[config.mk]
export PLATFORM = sky130hd
export DESIGN_NAME = xif_mac_coprocessor_flat
export DESIGN_NICKNAME = d
export VERILOG_FILES = /design/src/rtl/xif_mac_pkg.sv /design/src/rtl/if_xif.sv /design/src/rtl/xif_mac_seq_mul.sv /design/src/rtl/xif_mac_coprocessor.sv /design/src/flat_wrapper.sv
export SDC_FILE = /design/constraint.sdc
export NUM_CORES = 1
export LEC_CHECK = 0
export CAP_MARGIN = 5
export CORE_MARGIN = 2
export CORE_UTILIZATION = 35
export CTS_CLUSTER_DIAMETER = 40
export DETAILED_ROUTE_END_ITERATION = 6
export GPL_TIMING_DRIVEN = 0
export MAX_ROUTING_LAYER = met4
export PLACE_DENSITY_LB_ADDON = 0.12
export SETUP_SLACK_MARGIN = 0.15
export SLEW_MARGIN = 20
export SYNTH_ARGS = -nofsm -noshare
export SYNTH_HDL_FRONTEND = slang
export SYNTH_SLANG_ARGS = --single-unit
[constraint.sdc]
create_clock -name clk_i -period 6.4 [get_ports clk_i]
set_input_delay 0.64 -clock clk_i [delete_from_list [all_inputs] [get_ports clk_i]]
set_output_delay 0.64 -clock clk_i [all_outputs]
set_load 0.01 [all_outputs]
[src/rtl/xif_mac_pkg.sv]
// Shared types and constants for the XIF multiply-accumulate coprocessor.
package xif_mac_pkg;

    localparam logic [6:0] OPCODE_CUSTOM0 = 7'h0B;
    localparam int         MUL_CYCLES     = 32;

    typedef enum logic [2:0] {
        MAC = 3'b000,
        CLR = 3'b001,
        RDA = 3'b010
    } mac_op_e;

    typedef enum logic [1:0] {
        IDLE,
        BUSY,
        RESULT
    } mac_state_e;

    function automatic logic is_mac_instr(input logic [31:0] instr, input logic [6:0] opcode);
        logic f3_ok;
        f3_ok = (instr[14:12] == MAC) || (instr[14:12] == CLR) || (instr[14:12] == RDA);
        return (instr[6:0] == opcode) && (instr[31:25] == 7'd0) && f3_ok;
    endfunction

endpackage

[src/rtl/if_xif.sv]
// Reduced CORE-V-XIF bundle: issue, commit and result channels, no memory interface.
interface if_xif #(
    parameter int X_ID_WIDTH = 4
);
    logic                  issue_valid;
    logic                  issue_ready;
    logic [31:0]           issue_instr;
    logic [X_ID_WIDTH-1:0] issue_id;
    logic [1:0][31:0]      issue_rs;
    logic [1:0]            issue_rs_valid;
    logic                  issue_accept;
    logic                  issue_writeback;

    logic                  commit_valid;
    logic [X_ID_WIDTH-1:0] commit_id;
    logic                  commit_kill;

    logic                  result_valid;
    logic                  result_ready;
    logic [X_ID_WIDTH-1:0] result_id;
    logic [31:0]           result_data;
    logic [4:0]            result_rd;
    logic                  result_we;

    modport coproc_issue (
        input  issue_valid, issue_instr, issue_id, issue_rs, issue_rs_valid,
        output issue_ready, issue_accept, issue_writeback
    );
    modport coproc_commit (
        input  commit_valid, commit_id, commit_kill
    );
    modport coproc_result (
        input  result_ready,
        output result_valid, result_id, result_data, result_rd, result_we
    );

    modport cpu_issue (
        output issue_valid, issue_instr, issue_id, issue_rs, issue_rs_valid,
        input  issue_ready, issue_accept, issue_writeback
    );
    modport cpu_commit (
        output commit_valid, commit_id, commit_kill
    );
    modport cpu_result (
        output result_ready,
        input  result_valid, result_id, result_data, result_rd, result_we
    );
endinterface

[src/rtl/xif_mac_seq_mul.sv]
// Iterative radix-2 shift-add multiplier, low 32 bits, one partial product per cycle.
module xif_mac_seq_mul
    import xif_mac_pkg::*;
(
    input  logic        clk_i,
    input  logic        rst_i,
    input  logic        start_i,
    input  logic        abort_i,
    input  logic [31:0] a_i,
    input  logic [31:0] b_i,
    output logic        done_o,
    output logic [31:0] product_o
);

    logic [5:0]  cnt_q, cnt_d;
    logic [31:0] mcand_q, mcand_d;
    logic [31:0] mplier_q, mplier_d;
    logic [31:0] prod_q, prod_d;
    logic        done_q, done_d;

    // The first partial product is folded into the start cycle so done lands MUL_CYCLES after start.
    always_comb begin
        cnt_d    = cnt_q;
        mcand_d  = mcand_q;
        mplier_d = mplier_q;
        prod_d   = prod_q;
        done_d   = done_q;
        if (abort_i) begin
            cnt_d  = '0;
            done_d = 1'b0;
        end else if (start_i) begin
            prod_d   = b_i[0] ? a_i : 32'd0;
            mcand_d  = a_i << 1;
            mplier_d = b_i >> 1;
            cnt_d    = 6'(MUL_CYCLES - 1);
            done_d   = 1'b0;
        end else if (cnt_q != 6'd0) begin
            prod_d   = prod_q + (mplier_q[0] ? mcand_q : 32'd0);
            mcand_d  = mcand_q << 1;
            mplier_d = mplier_q >> 1;
            cnt_d    = cnt_q - 6'd1;
            done_d   = (cnt_q == 6'd1);
        end
    end

    always_ff @(posedge clk_i or posedge rst_i) begin
        if (rst_i) begin
            cnt_q    <= '0;
            mcand_q  <= '0;
            mplier_q <= '0;
            prod_q   <= '0;
            done_q   <= 1'b0;
        end else begin
            cnt_q    <= cnt_d;
            mcand_q  <= mcand_d;
            mplier_q <= mplier_d;
            prod_q   <= prod_d;
            done_q   <= done_d;
        end
    end

    assign done_o    = done_q;
    assign product_o = prod_q;

endmodule

[src/rtl/xif_mac_coprocessor.sv]
// CORE-V-XIF multiply-accumulate coprocessor on custom-0 (MAC / CLR / RDA).
// Define XIF_MAC_FAST_MUL_EN for a single-cycle multiplier instead of xif_mac_seq_mul.
module xif_mac_coprocessor
    import xif_mac_pkg::*;
#(
    parameter int         X_ID_WIDTH = 4,
    parameter logic [6:0] OPCODE     = OPCODE_CUSTOM0
) (
    input  logic         clk_i,
    input  logic         rst_i,
    if_xif.coproc_issue  xif_issue_if,
    if_xif.coproc_commit xif_commit_if,
    if_xif.coproc_result xif_result_if,
    output logic [31:0]  acc_o
);

    mac_state_e            state_q, state_d;
    mac_op_e               op_q, op_d, iss_op;
    logic [X_ID_WIDTH-1:0] id_q, id_d;
    logic [4:0]            rd_q, rd_d;
    logic                  committed_q, committed_d;
    logic                  done_q, done_d;
    logic [31:0]           acc_q, acc_d;
    logic [31:0]           res_data_q, res_data_d;

    logic [31:0] instr, rs0, rs1;
    logic        dec_valid, issue_hs, issue_acc;
    logic        commit_at_issue, kill_at_issue, commit_hit, kill_hit, commit_now;
    logic        iss_done, done;
    logic [31:0] iss_data, busy_data, product;

    assign instr  = xif_issue_if.issue_instr;
    assign rs0    = xif_issue_if.issue_rs[0];
    assign rs1    = xif_issue_if.issue_rs[1];
    assign iss_op = mac_op_e'(instr[14:12]);

    assign dec_valid = is_mac_instr(instr, OPCODE);
    assign xif_issue_if.issue_ready     = (state_q == IDLE) && !rst_i &&
                                          ((instr[14:12] != 3'b000) || (&xif_issue_if.issue_rs_valid));
    assign xif_issue_if.issue_accept    = xif_issue_if.issue_valid && dec_valid;
    assign xif_issue_if.issue_writeback = xif_issue_if.issue_valid && dec_valid;

    assign issue_hs  = xif_issue_if.issue_valid && xif_issue_if.issue_ready;
    assign issue_acc = issue_hs && dec_valid;

    assign commit_at_issue = xif_commit_if.commit_valid && (xif_commit_if.commit_id == xif_issue_if.issue_id);
    assign kill_at_issue   = commit_at_issue && xif_commit_if.commit_kill;
    assign commit_hit      = xif_commit_if.commit_valid && (xif_commit_if.commit_id == id_q);
    assign kill_hit        = commit_hit && xif_commit_if.commit_kill;

`ifdef XIF_MAC_FAST_MUL_EN
    logic [31:0] rs0_q, rs0_d, rs1_q, rs1_d;

    assign rs0_d    = issue_acc ? rs0 : rs0_q;
    assign rs1_d    = issue_acc ? rs1 : rs1_q;
    assign iss_done = 1'b1;
    assign iss_data = (iss_op == MAC) ? acc_q + rs0 * rs1 : acc_q;
    assign product  = rs0_q * rs1_q;
    assign done     = done_q;

    always_ff @(posedge clk_i or posedge rst_i) begin
        if (rst_i) begin
            rs0_q <= '0;
            rs1_q <= '0;
        end else begin
            rs0_q <= rs0_d;
            rs1_q <= rs1_d;
        end
    end
`else
    logic mul_start, mul_abort, mul_done;
    logic [31:0] mul_product;

    // The multiply starts speculatively at issue; only a kill stops it.
    assign mul_start = issue_acc && (iss_op == MAC) && !kill_at_issue;
    assign mul_abort = (state_q == BUSY) && kill_hit;
    assign iss_done  = (iss_op != MAC);
    assign iss_data  = acc_q;
    assign product   = mul_product;
    assign done      = done_q || mul_done;

    xif_mac_seq_mul u_seq_mul (
        .clk_i     (clk_i),
        .rst_i     (rst_i),
        .start_i   (mul_start),
        .abort_i   (mul_abort),
        .a_i       (rs0),
        .b_i       (rs1),
        .done_o    (mul_done),
        .product_o (mul_product)
    );
`endif

    assign busy_data  = (op_q == MAC) ? acc_q + product : acc_q;
    assign commit_now = committed_q || commit_hit;

    // An instruction that is committed and finished at issue skips BUSY so the result lands at c+1.
    always_comb begin
        state_d     = state_q;
        op_d        = op_q;
        id_d        = id_q;
        rd_d        = rd_q;
        committed_d = committed_q;
        done_d      = done_q;
        acc_d       = acc_q;
        res_data_d  = res_data_q;
        case (state_q)
            IDLE: begin
                if (issue_acc && !kill_at_issue) begin
                    op_d        = iss_op;
                    id_d        = xif_issue_if.issue_id;
                    rd_d        = instr[11:7];
                    committed_d = commit_at_issue;
                    done_d      = iss_done;
                    if (iss_done && commit_at_issue) begin
                        state_d    = RESULT;
                        res_data_d = iss_data;
                    end else begin
                        state_d = BUSY;
                    end
                end
            end
            BUSY: begin
                if (kill_hit) begin
                    state_d     = IDLE;
                    committed_d = 1'b0;
                    done_d      = 1'b0;
                end else begin
                    committed_d = commit_now;
                    if (commit_now && done) begin
                        state_d    = RESULT;
                        res_data_d = busy_data;
                    end
                end
            end
            RESULT: begin
                if (xif_result_if.result_ready) begin
                    state_d     = IDLE;
                    committed_d = 1'b0;
                    done_d      = 1'b0;
                    case (op_q)
                        MAC:     acc_d = res_data_q;
                        CLR:     acc_d = 32'd0;
                        default: acc_d = acc_q;
                    endcase
                end
            end
            default: state_d = IDLE;
        endcase
    end

    always_ff @(posedge clk_i or posedge rst_i) begin
        if (rst_i) begin
            state_q     <= IDLE;
            op_q        <= MAC;
            id_q        <= '0;
            rd_q        <= '0;
            committed_q <= 1'b0;
            done_q      <= 1'b0;
            acc_q       <= '0;
            res_data_q  <= '0;
        end else begin
            state_q     <= state_d;
            op_q        <= op_d;
            id_q        <= id_d;
            rd_q        <= rd_d;
            committed_q <= committed_d;
            done_q      <= done_d;
            acc_q       <= acc_d;
            res_data_q  <= res_data_d;
        end
    end

    assign xif_result_if.result_valid = (state_q == RESULT);
    assign xif_result_if.result_id    = id_q;
    assign xif_result_if.result_rd    = rd_q;
    assign xif_result_if.result_data  = res_data_q;
    assign xif_result_if.result_we    = (rd_q != 5'd0);
    assign acc_o                      = acc_q;

endmodule

[src/flat_wrapper.sv]
// flat-port wrapper written by rule: the top's interface ports become plain ports
module xif_mac_coprocessor_flat import xif_mac_pkg::*;
#(
    parameter int         X_ID_WIDTH = 4,
    parameter logic [6:0] OPCODE     = OPCODE_CUSTOM0
)
  (clk_i, rst_i, acc_o, xif_issue_if_issue_valid, xif_issue_if_issue_instr, xif_issue_if_issue_id, xif_issue_if_issue_rs, xif_issue_if_issue_rs_valid, xif_issue_if_issue_ready, xif_issue_if_issue_accept, xif_issue_if_issue_writeback, xif_commit_if_commit_valid, xif_commit_if_commit_id, xif_commit_if_commit_kill, xif_result_if_result_ready, xif_result_if_result_valid, xif_result_if_result_id, xif_result_if_result_data, xif_result_if_result_rd, xif_result_if_result_we);
  if_xif #(.X_ID_WIDTH(X_ID_WIDTH)) xif_issue_if_i ();
  if_xif #(.X_ID_WIDTH(X_ID_WIDTH)) xif_commit_if_i ();
  if_xif #(.X_ID_WIDTH(X_ID_WIDTH)) xif_result_if_i ();
  input  logic clk_i;
  input  logic rst_i;
  output logic [31:0] acc_o;
  input wire logic [$bits(xif_issue_if_i.issue_valid)-1:0] xif_issue_if_issue_valid;
  input wire logic [$bits(xif_issue_if_i.issue_instr)-1:0] xif_issue_if_issue_instr;
  input wire logic [$bits(xif_issue_if_i.issue_id)-1:0] xif_issue_if_issue_id;
  input wire logic [$bits(xif_issue_if_i.issue_rs)-1:0] xif_issue_if_issue_rs;
  input wire logic [$bits(xif_issue_if_i.issue_rs_valid)-1:0] xif_issue_if_issue_rs_valid;
  output wire logic [$bits(xif_issue_if_i.issue_ready)-1:0] xif_issue_if_issue_ready;
  output wire logic [$bits(xif_issue_if_i.issue_accept)-1:0] xif_issue_if_issue_accept;
  output wire logic [$bits(xif_issue_if_i.issue_writeback)-1:0] xif_issue_if_issue_writeback;
  input wire logic [$bits(xif_commit_if_i.commit_valid)-1:0] xif_commit_if_commit_valid;
  input wire logic [$bits(xif_commit_if_i.commit_id)-1:0] xif_commit_if_commit_id;
  input wire logic [$bits(xif_commit_if_i.commit_kill)-1:0] xif_commit_if_commit_kill;
  input wire logic [$bits(xif_result_if_i.result_ready)-1:0] xif_result_if_result_ready;
  output wire logic [$bits(xif_result_if_i.result_valid)-1:0] xif_result_if_result_valid;
  output wire logic [$bits(xif_result_if_i.result_id)-1:0] xif_result_if_result_id;
  output wire logic [$bits(xif_result_if_i.result_data)-1:0] xif_result_if_result_data;
  output wire logic [$bits(xif_result_if_i.result_rd)-1:0] xif_result_if_result_rd;
  output wire logic [$bits(xif_result_if_i.result_we)-1:0] xif_result_if_result_we;
  assign xif_issue_if_i.issue_valid = xif_issue_if_issue_valid;
  assign xif_issue_if_i.issue_instr = xif_issue_if_issue_instr;
  assign xif_issue_if_i.issue_id = xif_issue_if_issue_id;
  assign xif_issue_if_i.issue_rs = xif_issue_if_issue_rs;
  assign xif_issue_if_i.issue_rs_valid = xif_issue_if_issue_rs_valid;
  assign xif_issue_if_issue_ready = xif_issue_if_i.issue_ready;
  assign xif_issue_if_issue_accept = xif_issue_if_i.issue_accept;
  assign xif_issue_if_issue_writeback = xif_issue_if_i.issue_writeback;
  assign xif_commit_if_i.commit_valid = xif_commit_if_commit_valid;
  assign xif_commit_if_i.commit_id = xif_commit_if_commit_id;
  assign xif_commit_if_i.commit_kill = xif_commit_if_commit_kill;
  assign xif_result_if_i.result_ready = xif_result_if_result_ready;
  assign xif_result_if_result_valid = xif_result_if_i.result_valid;
  assign xif_result_if_result_id = xif_result_if_i.result_id;
  assign xif_result_if_result_data = xif_result_if_i.result_data;
  assign xif_result_if_result_rd = xif_result_if_i.result_rd;
  assign xif_result_if_result_we = xif_result_if_i.result_we;
  xif_mac_coprocessor #(.X_ID_WIDTH(X_ID_WIDTH), .OPCODE(OPCODE)) u_core (.clk_i(clk_i), .rst_i(rst_i), .xif_issue_if(xif_issue_if_i), .xif_commit_if(xif_commit_if_i), .xif_result_if(xif_result_if_i), .acc_o(acc_o));
endmodule
==> results.md <==
- Clock Tree Root: clkbuf_16
- Initial Utilization: 0.356
- CP startpoint kind: flop
- Worst path required time: 6790 ps
- Nets@finish: 1789
- Synth unique cells: 64
- Power Total: 7.27 mW
- Hold depth: 2
- Final min period: 4210 ps
- Via/cell ratio: 5.21
- Hold Fails Final Rpt: 0
- CTS Buffer Depth: 2
- Synth Flop Type: dfrtp_1
- Overflow after GRT: 0
- DRC Markers: 0
- Status: completed
- Worst setup path start: u_core.u_seq_mul.mplier_q[0]
- Share of cells above drive strength 1: 0.0426
- CP Capture Type: flop
- Rel. slew slack: 0.364
- Worst slew pin tran: 948 ps
- Max cap viols: 0
- Critical Path Sink: u_core.u_seq_mul.product_o[29]
- Top-count cell post-synth: nand2_1
- CTS resizes: 0
- Yosys reg bits: 181
- Cells after synthesis: 1406
- Antenna violations before repair: 0
- Die width: 186 um
- Yosys warns: 0
- All-layer global routing usage: 0.221
- Clk pin slew, worst setup/hold paths: 70 ps
- Syn_nets: around 1.6k
- 1st-iter DRT viols: 653
- CP Class: flop to flop
- Core Area: 32500 sq um
- VDD IR max: between 0.0002 and 0.00025 V
- Register area share after synthesis: 0.391
- Final Max Tran Viols: 0
- I/O Buffers: 179
- Syn avg cell area: 8.23 sq um
- GPL Wtd Cong: 0.968
- Setup_tns: 0 ps
- Worst-Skew Late Latency: 450 ps
- Post-Place Cells: 2030
- Final worst setup slack: 2190 ps
- Area leader, netlist: dfrtp_1
- Die H: 186 um
- R2r worst-path depth: 15
- First-pass GRT wire length: 57700 um
- Worst r2r src: u_core.u_seq_mul.mplier_q[0]
- R2R Path End: u_core.u_seq_mul.product_o[29]
- Synth top cells by count: nand2_1 (256), dfrtp_1 (181), nor2_1 (141)
- Crit path DAT: 4590 ps
- Post-route antenna net violation count: 0
- Post-route cell area: approximately 15000 sq um
- Post-synth EDFFs: 0
- Cells taking the most area after synthesis: dfrtp_1 (39%), nand2_1 (8.3%), ha_1 (7.3%)
- Post-synthesis async set-or-reset flop share: 1.00
- Post-Route WL: 36000 um
- PwrDens: 500 nW/um^2
- RSZ-0062 raised after global routing: false
- Vias in the first global route: 10.7k
- P_leak: ~6.4 nW
- Clock Skews: around 11 ps
- DP Area: 14000 sq um
- DIE AREA: 34500 sq um
- Via count: 10.7k
- Critical Path Fanout Max: 10
- Final setup fails: 0
- Synth top area share: 0.391
- Row cnt: 66
- Setup WS pre-CTS: 1960 ps
- Mapped Area: 11600 sq um
- F_max: 238 MHz
- R2R setup slack: about 2200 ps
- Clk sink count: about 180
- Hold crit path type: flop to flop
- Hold Buf Count CTS: 0
- Largest net degree at the start of global routing: 65
- Per-cell routed wire length: 17.5 um
- Synth-to-layout area growth: 25.6%
- Router iterations before antenna repair: 5
- Final cell count without fillers: 2061
- Final worst path period share: 0.658
- IO Count: 190
- HPWL Detailed: 28000 um
- Post CTS Setup Buffer Count: 0
- CTS Buf Count: 17
- Htree depth: 4
- TritonCTS clock tree: yes
- # diodes: 0
-- cells by family (layout without fill, tap and decap cells) --
logic type / after synthesis / count (layout) / synth area share
AO/OA/AOI/OAI: 396 / 396 / 0.209
XOR/XNOR: 57 / 57 / 0.0431
adder cells (fa/ha/maj): 70 / 70 / 0.0770
buffers and inverters: 106 / 319 / 0.0359
flip-flops: 181 / 181 / 0.391
multiplexers: 22 / 22 / 0.0203
AND/OR/NAND/NOR: 574 / 574 / 0.224
-- report_power, final --
part,switching (mW),internal [mW]
clock,0.484,0.526
combinational,2.28,1.85
sequential,0.497,1.64
-- per-stage QoR --
step / hold slack (ps) / util
floorplan: 452 / -
global route: 536 / 0.447
global placement: 494 / 0.428
finish: 512 / 0.447
detailed placement: 502 / 0.430
CTS: 519 / 0.447
-- cells in the final DEF (no fill, tap or decap), types with 9 or more instances in the layout --
cell / instances
inv_1: 29
clkbuf_1: 61
nor3_1: 15
a21oi_1: 97
o21a_1: 12
nand3_1: 21
mux2_2: 12
nor2_1: 141
a31oi_1: 85
xnor2_1: 28
buf_2: 12
dfrtp_1: 181
nand4_1: 9
nand2b_1: 37
xor2_1: 29
clkdlybuf4s50_1: 179
mux2i_1: 10
a21o_1: 22
ha_1: 68
nor4_1: 9
o21ai_0: 111
clkbuf_16: 17
a211oi_1: 11
and2_1: 37
nand2_1: 256
and3_1: 18
-- metal layers --
| layer | vias up | global-route usage | routed length, um | part of all wire |
|---|---|---|---|---|
| li1 | 5349 | - | - | - |
| met1 | 5085 | 0.287 | 16900 | 0.47 |
| met2 | 253 | 0.353 | 16600 | 0.46 |
| met3 | 55 | 0.0331 | 1550 | 0.043 |
| met4 | 0 | 0.0759 | 926 | 0.026 |
| met5 | - | - | 0 | 0 |
-- flip-flops by register name (all words and copies together) (netlist names), 4 cells and up --
name and flops:
u_core.acc_o 32, u_core.u_seq_mul.cnt_q 6, u_core.u_seq_mul.mcand_q 31, u_core.u_seq_mul.mplier_q 31, u_core.u_seq_mul.product_o 32, u_core.xif_result_if.result_data 32, u_core.xif_result_if.result_id 4, u_core.xif_result_if.result_rd 5
-- how the worst min path moves through the flow --
stage	startpoint	end	slack, ps
2_1_floorplan	u_core.u_seq_mul.product_o[0]	u_core.u_seq_mul.product_o[0]	450
3_3_place_gp	u_core.done_q	u_core.done_q	490
3_5_place_dp	u_core.done_q	u_core.done_q	500
4_1_cts	u_core.xif_result_if.result_data[5]	u_core.xif_result_if.result_data[5]	520
5_1_grt	u_core.done_q	u_core.done_q	540
6_report	u_core.xif_result_if.result_data[4]	u_core.xif_result_if.result_data[4]	510
-- worst max-delay path: stages, from the launching register on --
cell and delay (ps):
dfrtp_1 510, clkbuf_1 390, and2_1 190, ha_1 170, inv_1 60, fa_1 390, nor2b_1 190, o21a_1 160
o21ai_0 180, a211oi_1 320, o21a_1 180, nor2_1 110, o41ai_1 600, a31oi_1 200, or4_1 420, nand3_1 80
-- area by class of cell --
class	instances	area, sq um
Tap cell	442	553
Multi-Input combinational cell	1119	6640
Clock inverter	11	77.6
Clock buffer	20	467
Buffer	76	303
Timing Repair Buffer	182	1850
Fill cell	3332	18000
Inverter	30	120
Sequential cell	181	4530
Note: power is estimated with default switching activity, not from simulation.
